## src/rtl/pkt_pkg.sv

```systemverilog
// Shared types and header-field constants for the packet FIFO reader.
package pkt_pkg;

  // Parser state: IDLE waits for a header word, BODY forwards payload words.
  typedef enum logic {
    IDLE = 1'b0,
    BODY = 1'b1
  } state_e;

  // Position and default width of the payload length field in a header word.
  localparam int unsigned HDR_LEN_LSB   = 0;
  localparam int unsigned HDR_LEN_WIDTH = 8;

endpackage

```

## src/rtl/pkt_out_slice.sv

```systemverilog
// Single-entry registered output stage with valid/ready handshake.
// Accepts a new word whenever it is empty or its current word is leaving.
module pkt_out_slice #(
  parameter int unsigned DATA_WIDTH = 32
) (
  input  logic                  clk,
  input  logic                  rst_n,
  input  logic                  load_i,
  input  logic [DATA_WIDTH-1:0] data_i,
  input  logic                  valid_i,
  input  logic                  sop_i,
  input  logic                  eop_i,
  input  logic                  ready_i,
  output logic [DATA_WIDTH-1:0] data_o,
  output logic                  valid_o,
  output logic                  sop_o,
  output logic                  eop_o,
  output logic                  can_load_o
);

  logic [DATA_WIDTH-1:0] data_q;
  logic                  valid_q;
  logic                  sop_q;
  logic                  eop_q;

  assign can_load_o = ~valid_q | ready_i;

  // Output register: load on pop, otherwise clear valid once the word is taken.
  always_ff @(posedge clk or negedge rst_n) begin
    if (!rst_n) begin
      data_q  <= '0;
      valid_q <= 1'b0;
      sop_q   <= 1'b0;
      eop_q   <= 1'b0;
    end else if (load_i) begin
      data_q  <= data_i;
      valid_q <= valid_i;
      sop_q   <= sop_i;
      eop_q   <= eop_i;
    end else if (valid_q && ready_i) begin
      valid_q <= 1'b0;
    end
  end

  assign data_o  = data_q;
  assign valid_o = valid_q;
  assign sop_o   = sop_q;
  assign eop_o   = eop_q;

endmodule

```

## src/rtl/pkt_fifo_reader.sv

```systemverilog
// Reads length-prefixed packets from a FWFT FIFO and emits them as a
// valid/ready stream with sop/eop markers. Zero-length headers are dropped
// with a one-cycle len_err pulse.
// Optional macro PKT_FIFO_READER_STATS_EN adds a 16-bit completed-packet counter.
module pkt_fifo_reader
  import pkt_pkg::*;
#(
  parameter int unsigned DATA_WIDTH = 32,
  parameter int unsigned LEN_WIDTH  = HDR_LEN_WIDTH
) (
  input  logic                  clk,
  input  logic                  rst_n,
  input  logic [DATA_WIDTH-1:0] fifo_dout,
  input  logic                  fifo_empty,
  output logic                  fifo_rd_en,
  output logic [DATA_WIDTH-1:0] m_data,
  output logic                  m_valid,
  input  logic                  m_ready,
  output logic                  m_sop,
  output logic                  m_eop,
  output logic                  len_err
`ifdef PKT_FIFO_READER_STATS_EN
  ,
  output logic [15:0]           pkt_cnt
`endif
);

  state_e                 state_q;
  logic [LEN_WIDTH-1:0]   rem_q;
  logic [LEN_WIDTH-1:0]   rem_d;
  logic                   len_err_q;

  logic [LEN_WIDTH-1:0]   hdr_len;
  logic                   hdr_nonzero;
  logic                   rem_is_one;
  logic                   can_load;
  logic                   ld_valid;
  logic                   ld_sop;
  logic                   ld_eop;

  assign hdr_len     = fifo_dout[HDR_LEN_LSB +: LEN_WIDTH];
  assign hdr_nonzero = (hdr_len != '0);
  assign rem_is_one  = (rem_q == LEN_WIDTH'(1));
  assign rem_d       = rem_q - LEN_WIDTH'(1);

  // rst_n gates the pop so the FIFO is never touched while reset is held.
  assign fifo_rd_en = rst_n & ~fifo_empty & can_load;

  assign ld_valid = (state_q == BODY) | hdr_nonzero;
  assign ld_sop   = (state_q == IDLE) & hdr_nonzero;
  assign ld_eop   = (state_q == BODY) & rem_is_one;

  // Header/payload parser: tracks remaining payload words and flags empty packets.
  always_ff @(posedge clk or negedge rst_n) begin
    if (!rst_n) begin
      state_q   <= IDLE;
      rem_q     <= '0;
      len_err_q <= 1'b0;
    end else begin
      len_err_q <= 1'b0;
      if (fifo_rd_en) begin
        case (state_q)
          IDLE: begin
            if (hdr_nonzero) begin
              rem_q   <= hdr_len;
              state_q <= BODY;
            end else begin
              len_err_q <= 1'b1;
            end
          end
          BODY: begin
            rem_q <= rem_d;
            if (rem_is_one) begin
              state_q <= IDLE;
            end
          end
        endcase
      end
    end
  end

  assign len_err = len_err_q;

  pkt_out_slice #(
    .DATA_WIDTH (DATA_WIDTH)
  ) u_out (
    .clk        (clk),
    .rst_n      (rst_n),
    .load_i     (fifo_rd_en),
    .data_i     (fifo_dout),
    .valid_i    (ld_valid),
    .sop_i      (ld_sop),
    .eop_i      (ld_eop),
    .ready_i    (m_ready),
    .data_o     (m_data),
    .valid_o    (m_valid),
    .sop_o      (m_sop),
    .eop_o      (m_eop),
    .can_load_o (can_load)
  );

`ifdef PKT_FIFO_READER_STATS_EN
  logic [15:0] pkt_cnt_q;

  // Completed-packet counter, advanced on every eop handshake; wraps naturally.
  always_ff @(posedge clk or negedge rst_n) begin
    if (!rst_n) begin
      pkt_cnt_q <= '0;
    end else if (m_valid && m_ready && m_eop) begin
      pkt_cnt_q <= pkt_cnt_q + 16'd1;
    end
  end

  assign pkt_cnt = pkt_cnt_q;
`endif

endmodule

```

## config.mk

```make
export PLATFORM = sky130hd
export DESIGN_NAME = pkt_fifo_reader
export DESIGN_NICKNAME = d
export VERILOG_FILES = /design/src/rtl/pkt_pkg.sv /design/src/rtl/pkt_out_slice.sv /design/src/rtl/pkt_fifo_reader.sv
export SDC_FILE = /design/constraint.sdc
export NUM_CORES = 1
export LEC_CHECK = 0
export CELL_PAD_IN_SITES_DETAIL_PLACEMENT = 1
export CELL_PAD_IN_SITES_GLOBAL_PLACEMENT = 1
export CORE_MARGIN = 2
export CORE_UTILIZATION = 33
export DETAILED_ROUTE_END_ITERATION = 12
export PLACE_DENSITY_LB_ADDON = 0.25
export SYNTH_ARGS = -nofsm -noshare
export SYNTH_HDL_FRONTEND = slang
export SYNTH_HIERARCHICAL = 1
export SYNTH_SLANG_ARGS = --single-unit
```

## constraint.sdc

```tcl
create_clock -name clk -period 1.6 [get_ports clk]
set_input_delay 0.16 -clock clk [delete_from_list [all_inputs] [get_ports clk]]
set_output_delay 0.16 -clock clk [all_outputs]
set_load 0.03 [all_outputs]
```

==> out/results.ini <==
[setup_path]
reg2reg_start = rem_q[2]
endpoint_kind = flop
worstSetupStartpointType = flop
worstReg2RegEnd = rem_q[7]
critical_path_class = flop to flop
cp_data_arrival_time_ns = 1.76
cp_cell_sequence = or4_4 -> nor4_4 -> mux2i_1 -> o21ai_1
cp.required_ns = 1.78
path_delay_family = simple AND/OR/NAND/NOR gates
timing.critical_path.buf_inv = 0
worstRegToRegCells = 4
critPathMaxFanout = 3
cpPeakStageDelay_ns = 0.57
timing.reg2reg.setup_slack_ns = 0.02
cp_slowest_cell = sky130_fd_sc_hd__or4_4

[synthesis]
synth.yosys.warnings = 6
post_synth.cell_area_avg_sq_um = 14.3
synth.top_cells.by_area = sky130_fd_sc_hd__dfrtp_1 51%, sky130_fd_sc_hd__mux2_4 19%, sky130_fd_sc_hd__mux2_2 3.1%
yosys.area.top_type = sky130_fd_sc_hd__dfrtp_1
yosysSeqAreaShare = 0.511
top_cell_type_s_share_of_synthesized_area = 0.511
mappedNetlistNets = 192
combined_area_of_all_synthesized_cells_sq_mm = 0.00220
synth_unique_cells = 35
synth.ff_latch_count = 45
netlist_instances = 154

[drt]
drt-pass1-iter-count = 8
dr_total_vias = 1717
ant_nets = 0
remaining_drc_errors = 9
totalWireLength_mm = 5.93
number_of_drc_markers_after_the_initial_detailed_route_iteration = 51
viasPerCell = 4.92
wl_per_cell_um = 17.0

[clock_network]
cts_buffers = 5
max_root_sink_buffers = 2
hold_buffers = 0
clock-root-buffer = sky130_fd_sc_hd__clkbuf_8
worst_setup_hold_path_clk_slew_ns = 0.09
cts_tree = built
clock_sink_count = 45
clock_insertion_delay_worst_skew_ns = 0.29
htree_levels = 2

[layout]
fill_cells = 659
layout-drive-gt1-share = 0.393
final_cell_mix = 70 x sky130_fd_sc_hd__clkdlybuf4s50_1, 42 x sky130_fd_sc_hd__dfrtp_1, 38 x sky130_fd_sc_hd__buf_4
diodes = 0
layout.cells.most_common = sky130_fd_sc_hd__clkdlybuf4s50_1
final_net_count = 309
combined_area_of_the_multi_input_logic_cells_sq_mm = 0.00102
footprint_of_the_flip_flops_and_latches_sq_mm = 0.00113
area_growth_syn_to_layout_pct = 57.6

[pwr]
worst_ir_drop_vdd_mv = 0.478
totalPowerFinal_mw = 3.83
pwr_density_cell_mw_per_mm2 = 1100
total_leakage_power_nw = 1.50

[place]
detailedPlace.worstSlack_ns = -0.0746
place_congestion = 0.836
io_buf_count = 72
dp_hpwl_mm = 4.51

[run_status]
outcome = complete, but fails checks
violated_checks = design-rule violations

[floorplan]
pin_count = 73
chipHeight_um = 85.7
floorplan.die_area_sq_mm = 0.00735
chipWidth_um = 85.7
initial_core_util = 0.343
fp.coreArea_sq_mm = 0.00642
rows = 29

[global_route]
globalRouteOverflowTotal = 0
first_global_vias = 1833
antenna_found_initial = 0
grt_max_degree = 46
grt_pass1_wl_mm = 9.13
grt.total_usage = 0.158

[sta]
report.final.slew_viol_count = 0
worst_slew_margin_rel = 0.619
max_clock_freq_ghz = 0.631
rsz0062_at_grt = yes
report.final.hold_viol_count = 0
final_setup_violation_count = 0
tightest_slew_ns = 0.571
finalWorstPathRequiredPeriod_ns = 1.58
finalClockSkew_ns = 0.00806
fin_crit_sh = 0.990
finalWorstSetupSlack_ns = 0.0153

[flow_run]
cap_viol_max_count = 0

[min_path]
holdCritPathClass = input pin to asynchronous set/reset pin

routing by layer:
metal	up-vias	wire length (um)	share of wire	GRT usage
met5	-	0	0	0
met2	48	2890	0.49	0.269
met1	860	2700	0.45	0.204
met4	0	49	0.0083	0.0361
li1	803	-	-	-
met3	6	298	0.050	0.0356
repair_timing:
| action | CTS | global route |
|---|---|---|
| setup buffers | 4 | 6 |
| gates resized for setup | 10 | 5 |
| setup endpoints to repair | 5 | 6 |
| pin swaps | 4 | 7 |
kinds of logic after synthesis:
kind of cell | synth area share
and+or+nand+nor | 0.115
AOI/OAI and AO/OA | 0.0783
adders and majority gates | 0.0113
DFF | 0.511
buffers and inverters | 0.0494
muxes | 0.235
metrics by stage:
| step | hold slack, ns | instances | TNS, ns | cell area [sq um] | util |
|---|---|---|---|---|---|
| 3_3_place_gp | 0.347 | 332 | -0.786 | 3240 | 0.505 |
| 3_5_place_dp | 0.358 | 332 | -1.06 | 3240 | 0.505 |
| 2_1_floorplan | -0.136 | 154 | -1.86 | 2240 | - |
| 5_1_grt | 0.0445 | 349 | -0.355 | 3470 | 0.541 |
| 4_1_cts | 0.0255 | 343 | -0.0280 | 3400 | 0.529 |
| 6_report | 0.00977 | 349 | 0 | 3470 | 0.541 |
final cells by class:
cell class                 count  share of cell area
clock buffer                   5              0.0198
tap                           77              0.0277
clock inverter                 3             0.00612
inverter                       4             0.00432
multi-input combinational     97               0.292
timing repair buffer         118               0.324
sequential                    45               0.325
registers in the layout (all words and copies together), names as in the netlist:
register and cells:
u_out/eop_o 1, len_err 1, state_q 1, rem_q 8
u_out/data_o 32, u_out/valid_o 1, u_out/sop_o 1
cells in the mapped netlist (all sizes together):
library cell and number:
dfrtp 45, a211oi 1, a21oi 4, nor4 4
nand3 2, a32o 2, mux2i 3, nor2b 1
or3 1, or4 1, nor3b 3, nor2 4
nor3 5, nor4b 1, clkbuf 3, nand2b 1
o21ai 7, inv 4, ha 2, a211o 1
o221ai 2, a32oi 2, or3b 1, mux2 34
nand2 8, buf 5, a22oi 5, nand3b 1
a31o 1
power by group:
part | switching, mW | internal, mW | total, mW
logic | 0.749 | 0.903 | 1.65
clock network | 0.406 | 0.310 | 0.716
registers | 0.133 | 1.33 | 1.46
worst max-delay path by stage:
stage                        startpoint  depth (start not counted)          endpoint  slack (ns)
final                          rem_q[2]                          4          rem_q[7]        0.02
after global routing           rem_q[1]                          6          rem_q[6]       -0.05
after CTS                      rem_q[0]                          6          rem_q[6]       -0.03
after detailed placement        m_ready                          6  u_out/data_o[28]       -0.07
after global placement         rem_q[2]                          3       u_out/eop_o       -0.07
after floorplan           u_out/valid_o                          7   u_out/data_o[0]       -0.07
Note: power is estimated with default switching activity, not from simulation.
